$ cat src/rtl/kara_ctrl_pkg.sv
// Shared definitions for the Karatsuba multiplier arbiter.
//   OPND_W / PROD_W : operand and product widths.
//   MAX_REQ / MAX_ID_W : upper bound on requesters and the id width that covers it.
//   tag_t   : one stage of the in-flight tag pipeline {valid, id}.
//   rr_pick : round-robin search from ptr+1 (mod n) returning a one-hot grant.
package kara_ctrl_pkg;

    localparam int OPND_W   = 32;
    localparam int PROD_W   = 64;
    localparam int MAX_REQ  = 8;
    localparam int MAX_ID_W = 3;

    typedef struct packed {
        logic                valid;
        logic [MAX_ID_W-1:0] id;
    } tag_t;

    // Only the low n bits of valid are meaningful; the search never
    // looks beyond requester n-1.
    function automatic logic [MAX_REQ-1:0] rr_pick(
        input logic [MAX_REQ-1:0]  valid,
        input logic [MAX_ID_W-1:0] ptr,
        input int                  n
    );
        logic [MAX_REQ-1:0]  grant;
        logic                found;
        int                  idx;
        logic [MAX_ID_W-1:0] sel;
        grant = '0;
        found = 1'b0;
        for (int k = 1; k <= MAX_REQ; k++) begin
            idx = (int'(ptr) + k) % n;
            sel = idx[MAX_ID_W-1:0];
            if (k <= n && !found && valid[sel]) begin
                grant[sel] = 1'b1;
                found      = 1'b1;
            end
        end
        return grant;
    endfunction

endpackage

$ cat src/rtl/kara_mult_arbiter_if.sv
// Bus bundle between the requesters/consumer/multiplier and the arbiter.
//   req_valid/req_ready/req_a/req_b : per-requester operand handshake
//   mul_a_o/mul_b_o/mul_c_i         : multiplier operands out, product in
//   rsp_valid/rsp_ready/rsp_id/rsp_data : response stream
// Handshake rule for both req and rsp: a transfer happens in a cycle where
// valid and ready are both high; valid may not depend on ready, the
// producer holds its payload stable until the transfer, and ready may be
// computed combinationally from valid.
interface kara_mult_arbiter_if #(
    parameter int NUM_REQ = 4
);
    import kara_ctrl_pkg::*;

    localparam int ID_W = $clog2(NUM_REQ);

    logic [NUM_REQ-1:0]        req_valid;
    logic [NUM_REQ-1:0]        req_ready;
    logic [NUM_REQ*OPND_W-1:0] req_a;
    logic [NUM_REQ*OPND_W-1:0] req_b;
    logic [OPND_W-1:0]         mul_a_o;
    logic [OPND_W-1:0]         mul_b_o;
    logic [PROD_W-1:0]         mul_c_i;
    logic                      rsp_valid;
    logic                      rsp_ready;
    logic [ID_W-1:0]           rsp_id;
    logic [PROD_W-1:0]         rsp_data;

    modport slave (
        input  req_valid, req_a, req_b, mul_c_i, rsp_ready,
        output req_ready, mul_a_o, mul_b_o, rsp_valid, rsp_id, rsp_data
    );

    modport master (
        output req_valid, req_a, req_b, mul_c_i, rsp_ready,
        input  req_ready, mul_a_o, mul_b_o, rsp_valid, rsp_id, rsp_data
    );

endinterface

$ cat src/rtl/kara_rsp_fifo.sv
// First-word-fall-through response FIFO.
//   push/push_data : write one entry (caller guarantees !full)
//   pop/pop_data   : pop_data shows the head entry; pop advances it
//                    (caller guarantees !empty)
//   empty/full     : occupancy flags
// DEPTH must be a power of two so the pointers wrap naturally.
module kara_rsp_fifo #(
    parameter int WIDTH = 66,
    parameter int DEPTH = 4
) (
    input  logic             clk,
    input  logic             rst,
    input  logic             push,
    input  logic [WIDTH-1:0] push_data,
    input  logic             pop,
    output logic [WIDTH-1:0] pop_data,
    output logic             empty,
    output logic             full
);
    localparam int AW = $clog2(DEPTH);

    logic [WIDTH-1:0] mem [DEPTH];
    logic [AW-1:0]    wptr;
    logic [AW-1:0]    rptr;
    logic [AW:0]      count;

    always_ff @(posedge clk) begin
        if (push) begin
            mem[wptr] <= push_data;
        end
    end

    always_ff @(posedge clk) begin
        if (rst) begin
            wptr  <= '0;
            rptr  <= '0;
            count <= '0;
        end else begin
            if (push) begin
                wptr <= wptr + 1'b1;
            end
            if (pop) begin
                rptr <= rptr + 1'b1;
            end
            case ({push, pop})
                2'b10:   count <= count + 1'b1;
                2'b01:   count <= count - 1'b1;
                default: count <= count;
            endcase
        end
    end

    assign pop_data = mem[rptr];
    assign empty    = (count == '0);
    assign full     = (count == (AW+1)'(DEPTH));

endmodule

$ cat src/rtl/kara_mult_arbiter.sv
// Round-robin arbiter/sequencer sharing one fixed-latency pipelined
// multiplier among NUM_REQ requesters.
//   clk, rst : clock and synchronous active-high reset
//   bus      : kara_mult_arbiter_if.slave (requests, multiplier, responses)
//   stat_issue/stat_stall : only with KARA_ARB_STATS_EN defined
// Because the multiplier cannot stall, issue is gated by credits: `used`
// counts in-flight ops plus FIFO entries and never exceeds FIFO_DEPTH, so
// every product that emerges has a FIFO slot waiting for it.
module kara_mult_arbiter
    import kara_ctrl_pkg::*;
#(
    parameter int NUM_REQ    = 4,
    parameter int MULT_LAT   = 3,
    parameter int FIFO_DEPTH = 4
) (
    input  logic                clk,
    input  logic                rst,
    kara_mult_arbiter_if.slave  bus
`ifdef KARA_ARB_STATS_EN
    ,
    output logic [31:0]         stat_issue,
    output logic [31:0]         stat_stall
`endif
);
    localparam int ID_W   = $clog2(NUM_REQ);
    localparam int CNT_W  = $clog2(FIFO_DEPTH + 1);
    localparam int FIFO_W = PROD_W + ID_W;

    logic [ID_W-1:0]     ptr;
    logic [CNT_W-1:0]    used;
    tag_t                tag_pipe [MULT_LAT+1];

    logic [MAX_REQ-1:0]  valid_ext;
    logic [MAX_REQ-1:0]  grant_ext;
    logic [MAX_ID_W-1:0] ptr_ext;
    logic [MAX_ID_W-1:0] gnt_idx;
    logic [OPND_W-1:0]   sel_a;
    logic [OPND_W-1:0]   sel_b;
    logic                credit_ok;
    logic                issue;
    logic                pop;

    logic                fifo_push;
    logic                fifo_empty;
    logic                fifo_full;
    logic [FIFO_W-1:0]   fifo_out;

    always_comb begin
        valid_ext                = '0;
        valid_ext[NUM_REQ-1:0]   = bus.req_valid;
        ptr_ext                  = '0;
        ptr_ext[ID_W-1:0]        = ptr;
        credit_ok                = (used < CNT_W'(FIFO_DEPTH));
        grant_ext                = credit_ok ? rr_pick(valid_ext, ptr_ext, NUM_REQ) : '0;
        // The grant only ever lands on a valid requester, so any grant bit
        // is a handshake.
        issue                    = |grant_ext;
        gnt_idx                  = '0;
        sel_a                    = '0;
        sel_b                    = '0;
        for (int i = 0; i < NUM_REQ; i++) begin
            if (grant_ext[i]) begin
                gnt_idx = MAX_ID_W'(i);
                sel_a   = bus.req_a[i*OPND_W +: OPND_W];
                sel_b   = bus.req_b[i*OPND_W +: OPND_W];
            end
        end
    end

    assign bus.req_ready = grant_ext[NUM_REQ-1:0];
    assign pop           = ~fifo_empty & bus.rsp_ready;

    always_ff @(posedge clk) begin
        if (rst) begin
            ptr         <= ID_W'(NUM_REQ - 1);
            used        <= '0;
            bus.mul_a_o <= '0;
            bus.mul_b_o <= '0;
        end else begin
            if (issue) begin
                ptr         <= gnt_idx[ID_W-1:0];
                bus.mul_a_o <= sel_a;
                bus.mul_b_o <= sel_b;
            end
            case ({issue, pop})
                2'b10:   used <= used + 1'b1;
                2'b01:   used <= used - 1'b1;
                default: used <= used;
            endcase
        end
    end

    // Stage k holds the tag of the op whose operands reached the
    // multiplier k cycles ago; the last stage lines up with mul_c_i.
    always_ff @(posedge clk) begin
        if (rst) begin
            for (int k = 0; k <= MULT_LAT; k++) begin
                tag_pipe[k] <= '0;
            end
        end else begin
            tag_pipe[0] <= '{valid: issue, id: gnt_idx};
            for (int k = 1; k <= MULT_LAT; k++) begin
                tag_pipe[k] <= tag_pipe[k-1];
            end
        end
    end

    // Credits already prevent a push into a full FIFO; the full term only
    // keeps a corrupted credit count from overwriting live entries.
    assign fifo_push = tag_pipe[MULT_LAT].valid & ~fifo_full;

    kara_rsp_fifo #(
        .WIDTH (FIFO_W),
        .DEPTH (FIFO_DEPTH)
    ) u_rsp_fifo (
        .clk       (clk),
        .rst       (rst),
        .push      (fifo_push),
        .push_data ({tag_pipe[MULT_LAT].id[ID_W-1:0], bus.mul_c_i}),
        .pop       (pop),
        .pop_data  (fifo_out),
        .empty     (fifo_empty),
        .full      (fifo_full)
    );

    assign bus.rsp_valid = ~fifo_empty;
    assign bus.rsp_id    = fifo_empty ? '0 : fifo_out[FIFO_W-1 -: ID_W];
    assign bus.rsp_data  = fifo_empty ? '0 : fifo_out[PROD_W-1:0];

`ifdef KARA_ARB_STATS_EN
    always_ff @(posedge clk) begin
        if (rst) begin
            stat_issue <= '0;
            stat_stall <= '0;
        end else begin
            if (issue) begin
                stat_issue <= stat_issue + 32'd1;
            end
            if ((|bus.req_valid) && !issue && (used == CNT_W'(FIFO_DEPTH))) begin
                stat_stall <= stat_stall + 32'd1;
            end
        end
    end
`endif

endmodule

$ cat src/flat_wrapper.sv
// flat-port wrapper written by rule: the top's interface ports become plain ports
module kara_mult_arbiter_flat import kara_ctrl_pkg::*;
#(
    parameter int NUM_REQ    = 4,
    parameter int MULT_LAT   = 3,
    parameter int FIFO_DEPTH = 4
)
  (clk, rst, bus_req_valid, bus_req_a, bus_req_b, bus_mul_c_i, bus_rsp_ready, bus_req_ready, bus_mul_a_o, bus_mul_b_o, bus_rsp_valid, bus_rsp_id, bus_rsp_data);
  kara_mult_arbiter_if #(.NUM_REQ(NUM_REQ)) bus_i ();
  input  logic clk;
  input  logic rst;
  input wire logic [$bits(bus_i.req_valid)-1:0] bus_req_valid;
  input wire logic [$bits(bus_i.req_a)-1:0] bus_req_a;
  input wire logic [$bits(bus_i.req_b)-1:0] bus_req_b;
  input wire logic [$bits(bus_i.mul_c_i)-1:0] bus_mul_c_i;
  input wire logic [$bits(bus_i.rsp_ready)-1:0] bus_rsp_ready;
  output wire logic [$bits(bus_i.req_ready)-1:0] bus_req_ready;
  output wire logic [$bits(bus_i.mul_a_o)-1:0] bus_mul_a_o;
  output wire logic [$bits(bus_i.mul_b_o)-1:0] bus_mul_b_o;
  output wire logic [$bits(bus_i.rsp_valid)-1:0] bus_rsp_valid;
  output wire logic [$bits(bus_i.rsp_id)-1:0] bus_rsp_id;
  output wire logic [$bits(bus_i.rsp_data)-1:0] bus_rsp_data;
  assign bus_i.req_valid = bus_req_valid;
  assign bus_i.req_a = bus_req_a;
  assign bus_i.req_b = bus_req_b;
  assign bus_i.mul_c_i = bus_mul_c_i;
  assign bus_i.rsp_ready = bus_rsp_ready;
  assign bus_req_ready = bus_i.req_ready;
  assign bus_mul_a_o = bus_i.mul_a_o;
  assign bus_mul_b_o = bus_i.mul_b_o;
  assign bus_rsp_valid = bus_i.rsp_valid;
  assign bus_rsp_id = bus_i.rsp_id;
  assign bus_rsp_data = bus_i.rsp_data;
  kara_mult_arbiter #(.NUM_REQ(NUM_REQ), .MULT_LAT(MULT_LAT), .FIFO_DEPTH(FIFO_DEPTH)) u_core (.clk(clk), .rst(rst), .bus(bus_i));
endmodule
$ cat config.mk
export PLATFORM = sky130hd
export DESIGN_NAME = kara_mult_arbiter_flat
export DESIGN_NICKNAME = d
export VERILOG_FILES = /design/src/rtl/kara_ctrl_pkg.sv /design/src/rtl/kara_mult_arbiter_if.sv /design/src/rtl/kara_rsp_fifo.sv /design/src/rtl/kara_mult_arbiter.sv /design/src/flat_wrapper.sv
export SDC_FILE = /design/constraint.sdc
export NUM_CORES = 1
export LEC_CHECK = 0
export ABC_AREA = 1
export CORE_UTILIZATION = 49
export CTS_BUF_LIST = sky130_fd_sc_hd__clkbuf_16
export DETAILED_ROUTE_END_ITERATION = 8
export HOLD_SLACK_MARGIN = 0.05
export PLACE_DENSITY = 0.92
export SLEW_MARGIN = 10
export SYNTH_ARGS = -nofsm -noshare
export SYNTH_HDL_FRONTEND = slang
export SYNTH_SLANG_ARGS = --single-unit
$ cat constraint.sdc
create_clock -name clk -period 4.5 [get_ports clk]
set_input_delay 0.45 -clock clk [delete_from_list [all_inputs] [get_ports clk]]
set_output_delay 0.45 -clock clk [all_outputs]
set_load 0.005 [all_outputs]
==> key figures, run 1 <==
Run status
  • Status: finished, final reports clean

STA
  • Part of the cycle the worst path needs: 87.5%
  • Setup Viol. Count Final: 0
  • Setup_tns: 0 ps
  • Final Hold Viols: 0
  • Hold slack: between 300 and 400 ps
  • Least-Margin Pin Slew: 1180 ps
  • Clock Skews: 18.3 ps
  • Fin worst setup slack: approximately 560 ps
  • Final min period: 3940 ps
  • Peak Freq: ~250 MHz
  • RSZ-0062 raised after global routing: false
  • Slew HR: 21.5%
  • Max-slew violations: 0

Yosys
  • Post-Syn Area: around 0.017 mm^2
  • Cell taking the most area after synthesis: edfxtp_1
  • Synth top area share: 47.0%
  • Ys flop type: edfxtp_1
  • Syn. warnings: 0
  • Commonest cells in the netlist: nand2_1 (542), nor2_1 (349), edfxtp_1 (264)
  • Post-synth EDFFs: 264
  • Seq cells post-synth: 354
  • Top-count cell post-synth: nand2_1
  • Seq/Total Area, Yosys: 57.6%
  • Syn nets: 2304
  • Async S/R FF share, synth: 0%
  • Unique masters post-synth: 29
  • Post-Syn Instances: 1961
  • Mapped Avg Cell Area: ~8.6 um^2
  • Synth area leaders: edfxtp_1 (47%), nand2_1 (12%), dfxtp_1 (11%), nor2_1 (7.8%), o21ai_0 (4.2%)

Worst setup path
  • Crit end category: primary output
  • Most common cell on crit path: nand2_1
  • RR Startpoint: u_core.ptr[0]
  • Critical Path Start: u_core.ptr[0]
  • Worst path cell trace: inv_4 > ha_1 > inv_1 > nand3_1 > nand2_1 > nand2_1 > nor2_4 > nand2_1 > nand3_1 > nand2_4 > buf_4 > inv_1 > clkdlybuf4s50_1
  • Worst Path Buf+Inv: 5
  • Worst Path Max Fanout: 65
  • Worst reg-to-reg path cell count: 18
  • Setup CP Type: reg2out
  • CP max stage cell: dfxtp_1
  • Worst setup SP type: register
  • Crit path DAT: 3490 ps
  • R2R Setup Slk: 1080 ps
  • Worst path depth: 13
  • CP Data Required Time: 4050 ps
  • Family with the most delay on the worst path: buffers and inverters
  • Slowest stage delay, CP: 610 ps

Finish
  • Area of the multi-input gates: 0.00615 mm^2
  • Layout net count: 2691
  • Register Area: 0.00973 mm^2
  • Layout area overhead: 35.9%
  • Fraction of layout cells with a size suffix above 1: 5.34%
  • # fillers: around 2500

Placement
  • PortBufs: 461
  • DP HPWL: 34.7 mm
  • GPL Wtd Cong: 1.01
  • Pre-CTS setup slack: 1140 ps

Routing
  • DRC errors left: 0
  • Via count: 15600
  • Avg WL per Cell: 18.9 um
  • DRT Wirelength: 53.6 mm
  • Post-DR vias/cell: 5.48
  • Pre-antenna DRT Iters: 6
  • DRT antenna net count: 0
  • Initial drt markers: 1657

Clock network
  • TritonCTS clock tree: built
  • Total CTS buffers: 38
  • Clock transition at path regs: roughly 60 ps
  • Post-CTS Resized: 0
  • Hold buffers post-CTS: 0
  • H-tree depth reported by CTS: 2
  • Post-CTS setup buffers: 0
  • Clock Latency Late Sink: 520 ps
  • Clock buffer depth: 3
  • Clk sinks: 354
  • Clk root buf: clkbuf_16

Pwr
  • Lkg Pwr: approximately 9.3 nW
  • Worst vdd ir: 1.43 mV
  • Power Density: between 500 and 600 mW/mm^2

Floorplanning
  • Die Span X: 188 um
  • Die H: 188 um
  • Initial Util: 50.1%
  • IO Pins: approximately 460
  • Die ar.: between 0.03 and 0.04 mm^2
  • Area of the core: 0.0337 mm^2
  • Site row count: 67

Flow run
  • # Max-Cap Violations: 0

Global route
  • Largest net degree at the start of global routing: 133
  • Grt ovf: 0
  • Vias in the first global route: 15000
  • Total Routing Usage GR: 29.3%
  • Antenna violations before repair: 15
  • Global-route wire length before repair: 80.8 mm

Worst hold path
  • Min-Delay Path Depth: 2
  • Worst hold path class: in2reg
  • Min-delay src: rst
## routing by layer
layer,wire (um),GRT usage (%),vias up,part of all wire (%)
met1,19400,34.9,7260,36
met2,26200,49.5,900,49
li1,-,-,7265,-
met3,5610,7.24,138,10
met4,2360,14.3,0,4.4
met5,0,0,-,0
## cell usage in the layout, fill, tap and decap left out, types with 3 or more instances in the layout
| master | n |
|---|---|
| nand3_1 | 88 |
| inv_2 | 8 |
| edfxtp_1 | 264 |
| nor2_4 | 7 |
| o21ai_0 | 143 |
| clkbuf_16 | 39 |
| nand2_4 | 3 |
| a21oi_1 | 78 |
| clkdlybuf4s50_1 | 460 |
| inv_1 | 107 |
| clkinv_2 | 4 |
| nor3_1 | 41 |
| ha_1 | 14 |
| bufinv_16 | 4 |
| buf_4 | 21 |
| nor2_1 | 345 |
| clkinv_1 | 12 |
| nand4_1 | 64 |
| diode_2 | 17 |
| dfxtp_1 | 88 |
| nand2_1 | 542 |
| nor3_2 | 24 |
| nand2_2 | 4 |
## worst register-to-register path, cell delays in order, from the launching register on
cell	delay [ps]
dfxtp_1	610
inv_4	140
ha_1	390
inv_1	150
nand3_4	120
nand2_4	100
nand2_4	60
nor2_4	130
nand2_1	80
nand3_1	80
nand2_1	100
nand2_1	160
nor2_4	60
ha_1	220
fa_1	450
a21oi_1	150
o21a_1	150
o21ai_0	80
a21oi_1	140
## registers in the layout, summed over array words and instances, names as in the netlist, named ones only
| register | count |
|---|---|
| u_core.u_rsp_fifo.mem | 264 |
| u_core.bus.mul_a_o | 32 |
| u_core.bus.mul_b_o | 32 |
| u_core.tag_pipe | 12 |
| u_core.u_rsp_fifo.count | 3 |
| u_core.used | 3 |
| u_core.ptr | 2 |
| u_core.u_rsp_fifo.rptr | 2 |
| u_core.u_rsp_fifo.wptr | 2 |
## cell families (layout without fill, tap and decap cells)
logic type	count (synthesis)	count (layout)	share of synthesized area [%]
buffers and inverters	246	662	6.28
xor gates and xnor gates	1	1	0.0519
DFF	354	354	57.6
AOI/OAI and AO/OA	223	223	6.64
adders and majority gates	16	16	1.27
and+or+nand+nor	1121	1121	28.1
other	0	17	0
## metrics by stage
| stage | area (um^2) | power [W] | utilization (%) | std cells |
|---|---|---|---|---|
| 3_3_place_gp | 21700 | 0.0103 | 64.3 | 2756 |
| 5_1_grt | 22900 | 0.0145 | 68.0 | 2839 |
| 4_1_cts | 22900 | 0.0136 | 67.9 | 2825 |
| 6_report | 22900 | 0.0136 | 68.1 | 2842 |
| 3_5_place_dp | 21700 | 0.0105 | 64.3 | 2756 |
| 2_1_floorplan | 16900 | 0.00859 | - | 1961 |
## final cells by class
| class | count | area share [%] |
|---|---|---|
| flip-flops and latches | 354 | 42.4 |
| multi-input cells | 1361 | 26.8 |
| repair buffers | 483 | 20.9 |
| clock buffers | 39 | 4.25 |
| well taps | 448 | 2.44 |
| inverters | 110 | 1.81 |
| clock inverters | 30 | 1.12 |
| diodes | 17 | 0.185 |
## path summary, 6_finish.rpt
| kind | to |
|---|---|
| max | bus_req_ready[3] |
| min | u_core.u_rsp_fifo.count[1] |
| max reg2reg | u_core.used[2] |
| min reg2reg | u_core.tag_pipe[1][1] |
## power by group
| part | internal (W) | leakage [nW] | switching [W] |
|---|---|---|---|
| combinational | 0.00224 | 5.54 | 0.00440 |
| clock | 0.00181 | 0.630 | 0.00124 |
| sequential | 0.00377 | 3.12 | 0.000168 |
| total | 0.00781 | 9.29 | 0.00580 |
Power figures use the tool's default switching activity.
==> run 2, diff against run 1 <==
--- a/config.mk
+++ b/config.mk
@@ -10,7 +10,7 @@
 export CTS_BUF_LIST = sky130_fd_sc_hd__clkbuf_16
 export DETAILED_ROUTE_END_ITERATION = 8
 export HOLD_SLACK_MARGIN = 0.05
-export PLACE_DENSITY = 0.92
+export PLACE_DENSITY = 0.81
 export SLEW_MARGIN = 10
 export SYNTH_ARGS = -nofsm -noshare
 export SYNTH_HDL_FRONTEND = slang
==> run 2 against run 1 <==
Compared with the run above: critical path type unchanged; design area down 0.38%; count of clock-buffer cells in the layout unchanged; critical path depth unchanged; highest routed layer unchanged; combinational power is 1% lower; power is 1.7% lower; wire length decreased by 2.9%; worst hold slack improved by 32 ps; global-route usage down 0.47 points; critical endpoint unchanged; utilization fell by 0.26 points; register-to-register slack lost 20 ps.
==> key figures, run 2 (synthesized netlist as in run 1, its figures left out) <==
Worst hold path
  • Min-delay src: rst (unchanged)
  • Worst hold path class: in2reg (unchanged)

Finish
  • # fillers: 2621 (was 2470)
  • Layout net count: 2689 (was 2691)
  • Layout area overhead: 35.3% (was 35.9%)
  • Most frequent cells in the layout: nand2_1 (542), clkdlybuf4s50_1 (460), nor2_1 (345), edfxtp_1 (264), o21ai_0 (143) (unchanged)
  • Number of flip-flops in the largest register: 264 (unchanged)
  • Commonest non-fill, non-tap cell in the layout: nand2_1 (unchanged)
  • Largest reg by FF count: u_core.u_rsp_fifo.mem (unchanged)
  • Area of the multi-input gates: 0.00615 mm^2 (unchanged)
  • Fraction of layout cells with a size suffix above 1: 5.15% (was 5.34%)
  • Top Registers: u_core.u_rsp_fifo.mem: 264 flops, u_core.bus.mul_a_o: 32 flops, u_core.bus.mul_b_o: 32 flops (unchanged)
  • Register Area: 0.00973 mm^2 (unchanged)

Routing
  • DRT antenna net count: 0 (unchanged)
  • Initial drt markers: 1413 (was 1657)
  • Avg WL per Cell: 18.4 um (was 18.9 um)
  • Post-DR vias/cell: 5.36 (was 5.48)
  • Pre-antenna DRT Iters: 6 (unchanged)
  • DRT Wirelength: 52.1 mm (was 53.6 mm)
  • Via count: 15200 (was 15600)
  • DRC errors left: 0 (unchanged)

Clock network
  • Hold buffers post-CTS: 0 (unchanged)
  • TritonCTS clock tree: built (unchanged)
  • H-tree depth reported by CTS: 2 (unchanged)
  • Total CTS buffers: 38 (unchanged)
  • Clk sinks: 354 (unchanged)
  • Clock transition at path regs: 60 ps (about the same)
  • Post-CTS setup buffers: 0 (unchanged)
  • Clock buffer depth: 3 (unchanged)
  • Clock Latency Late Sink: 520 ps (about the same)
  • Post-CTS Resized: 0 (unchanged)
  • Clk root buf: clkbuf_16 (unchanged)

Pwr
  • Lkg Pwr: 9.26 nW (was 9.29 nW)
  • Power Density: 586 mW/mm^2 (was 594 mW/mm^2)
  • Worst vdd ir: 0.861 mV (was 1.43 mV)
  • Design Power: 0.0134 W (was 0.0136 W)

Floorplanning
  • Die Span X: 188 um (unchanged)
  • Area of the core: 0.0337 mm^2 (unchanged)
  • Initial Util: 50.1% (unchanged)
  • IO Pins: 462 (unchanged)
  • Die H: 188 um (unchanged)
  • Site row count: 67 (unchanged)
  • Die ar.: 0.0352 mm^2 (unchanged)

Flow run
  • # Max-Cap Violations: 0 (unchanged)

Global route
  • Global-route wire length before repair: 79.6 mm (was 80.8 mm)
  • Largest net degree at the start of global routing: 132 (was 133)
  • Vias in the first global route: 14600 (was 15000)
  • Grt ovf: 0 (unchanged)
  • Antenna violations before repair: 12 (was 15)
  • Total Routing Usage GR: 28.8% (was 29.3%)

Worst setup path
  • Setup CP Type: reg2out (unchanged)
  • Crit end category: primary output (unchanged)
  • Worst Path Max Fanout: 131 (was 65)
  • Worst setup SP type: register (unchanged)
  • Critical Path Start: u_core.ptr[0] (unchanged)
  • RR Startpoint: u_core.ptr[0] (unchanged)
  • Crit path DAT: 3420 ps (was 3490 ps)
  • CP Data Required Time: 4050 ps (about the same)

STA
  • RSZ-0062 raised after global routing: false (unchanged)
  • Final Hold Viols: 0 (unchanged)
  • Clock Skews: 12.7 ps (was 18.3 ps)
  • Final min period: 3870 ps (was 3940 ps)
  • Setup_tns: 0 ps (unchanged)
  • Max-slew violations: 0 (unchanged)
  • Setup Viol. Count Final: 0 (unchanged)
  • Least-Margin Pin Slew: 1150 ps (was 1180 ps)
  • Slew HR: 23.6% (was 21.5%)
  • Peak Freq: 259 MHz (was 254 MHz)
  • Part of the cycle the worst path needs: 85.9% (was 87.5%)

Placement
  • DP HPWL: 33.0 mm (was 34.7 mm)
  • GPL Wtd Cong: 0.988 (was 1.01)
  • PortBufs: 461 (unchanged)

Run status
  • Status: finished, final reports clean (unchanged)
[run 2: cell count changes in the layout (fill, tap and decap cells not counted), sizes merged]
cell,delta
diode,-5
clkinv,-11
clkinvlp,+3
buf,-2
inv,+6
bufinv,-2
[run 2: path summary, 6_finish.rpt]
kind,slack (ps),to,depth (start not counted)
hold reg to reg,400,u_core.tag_pipe[1][3],2
hold / removal,380,u_core.tag_pipe[2][3],2
setup reg to reg,1060,u_core.used[2],18
setup / recovery,630,bus_req_ready[3],13
[run 2: per-stage QoR]
stage	instance area, um^2	util [%]	hold slack [ps]	setup WS, ps	instances
final	22800	67.8	381	633	2831
after global placement	21700	64.3	390	1290	2754
after floorplan	16900	-	388	679	1961
after detailed placement	21700	64.3	395	1120	2754
after CTS	22800	67.7	367	630	2819
after global routing	22800	67.8	389	412	2831
[run 2: layout make-up]
class,count,area share (%)
clock inverters,26,0.810
clock buffers,39,4.27
inverters,110,1.82
multi-input cells,1361,26.9
repair buffers,481,21.0
well taps,448,2.45
diodes,12,0.131
flip-flops and latches,354,42.6
[run 2: report_power, final]
group	switching, W	total [W]	internal [W]
registers	0.000141	0.00391	0.00377
logic	0.00432	0.00656	0.00224
clock network	0.00124	0.00293	0.00169
[run 2: worst max-delay path, cell delays in order, from the launching register on]
cell	delay (ps)
dfxtp_1	610
inv_4	130
ha_1	390
inv_1	100
nand3_4	120
nand2_4	80
nand2_4	80
inv_2	50
nand3_1	60
nand3_1	150
nand2_4	110
buf_12	410
inv_1	80
clkdlybuf4s50_1	460
[run 2: layer usage]
layer / GRT usage (%) / vias up / routed length (um) / share of wire, %
li1: - / 7244 / - / -
met4: 11.2 / 0 / 2080 / 4.0
met1: 36.3 / 7018 / 19700 / 38
met3: 6.33 / 125 / 5220 / 10
met2: 48.4 / 797 / 25100 / 48
met5: 0 / - / 0 / 0
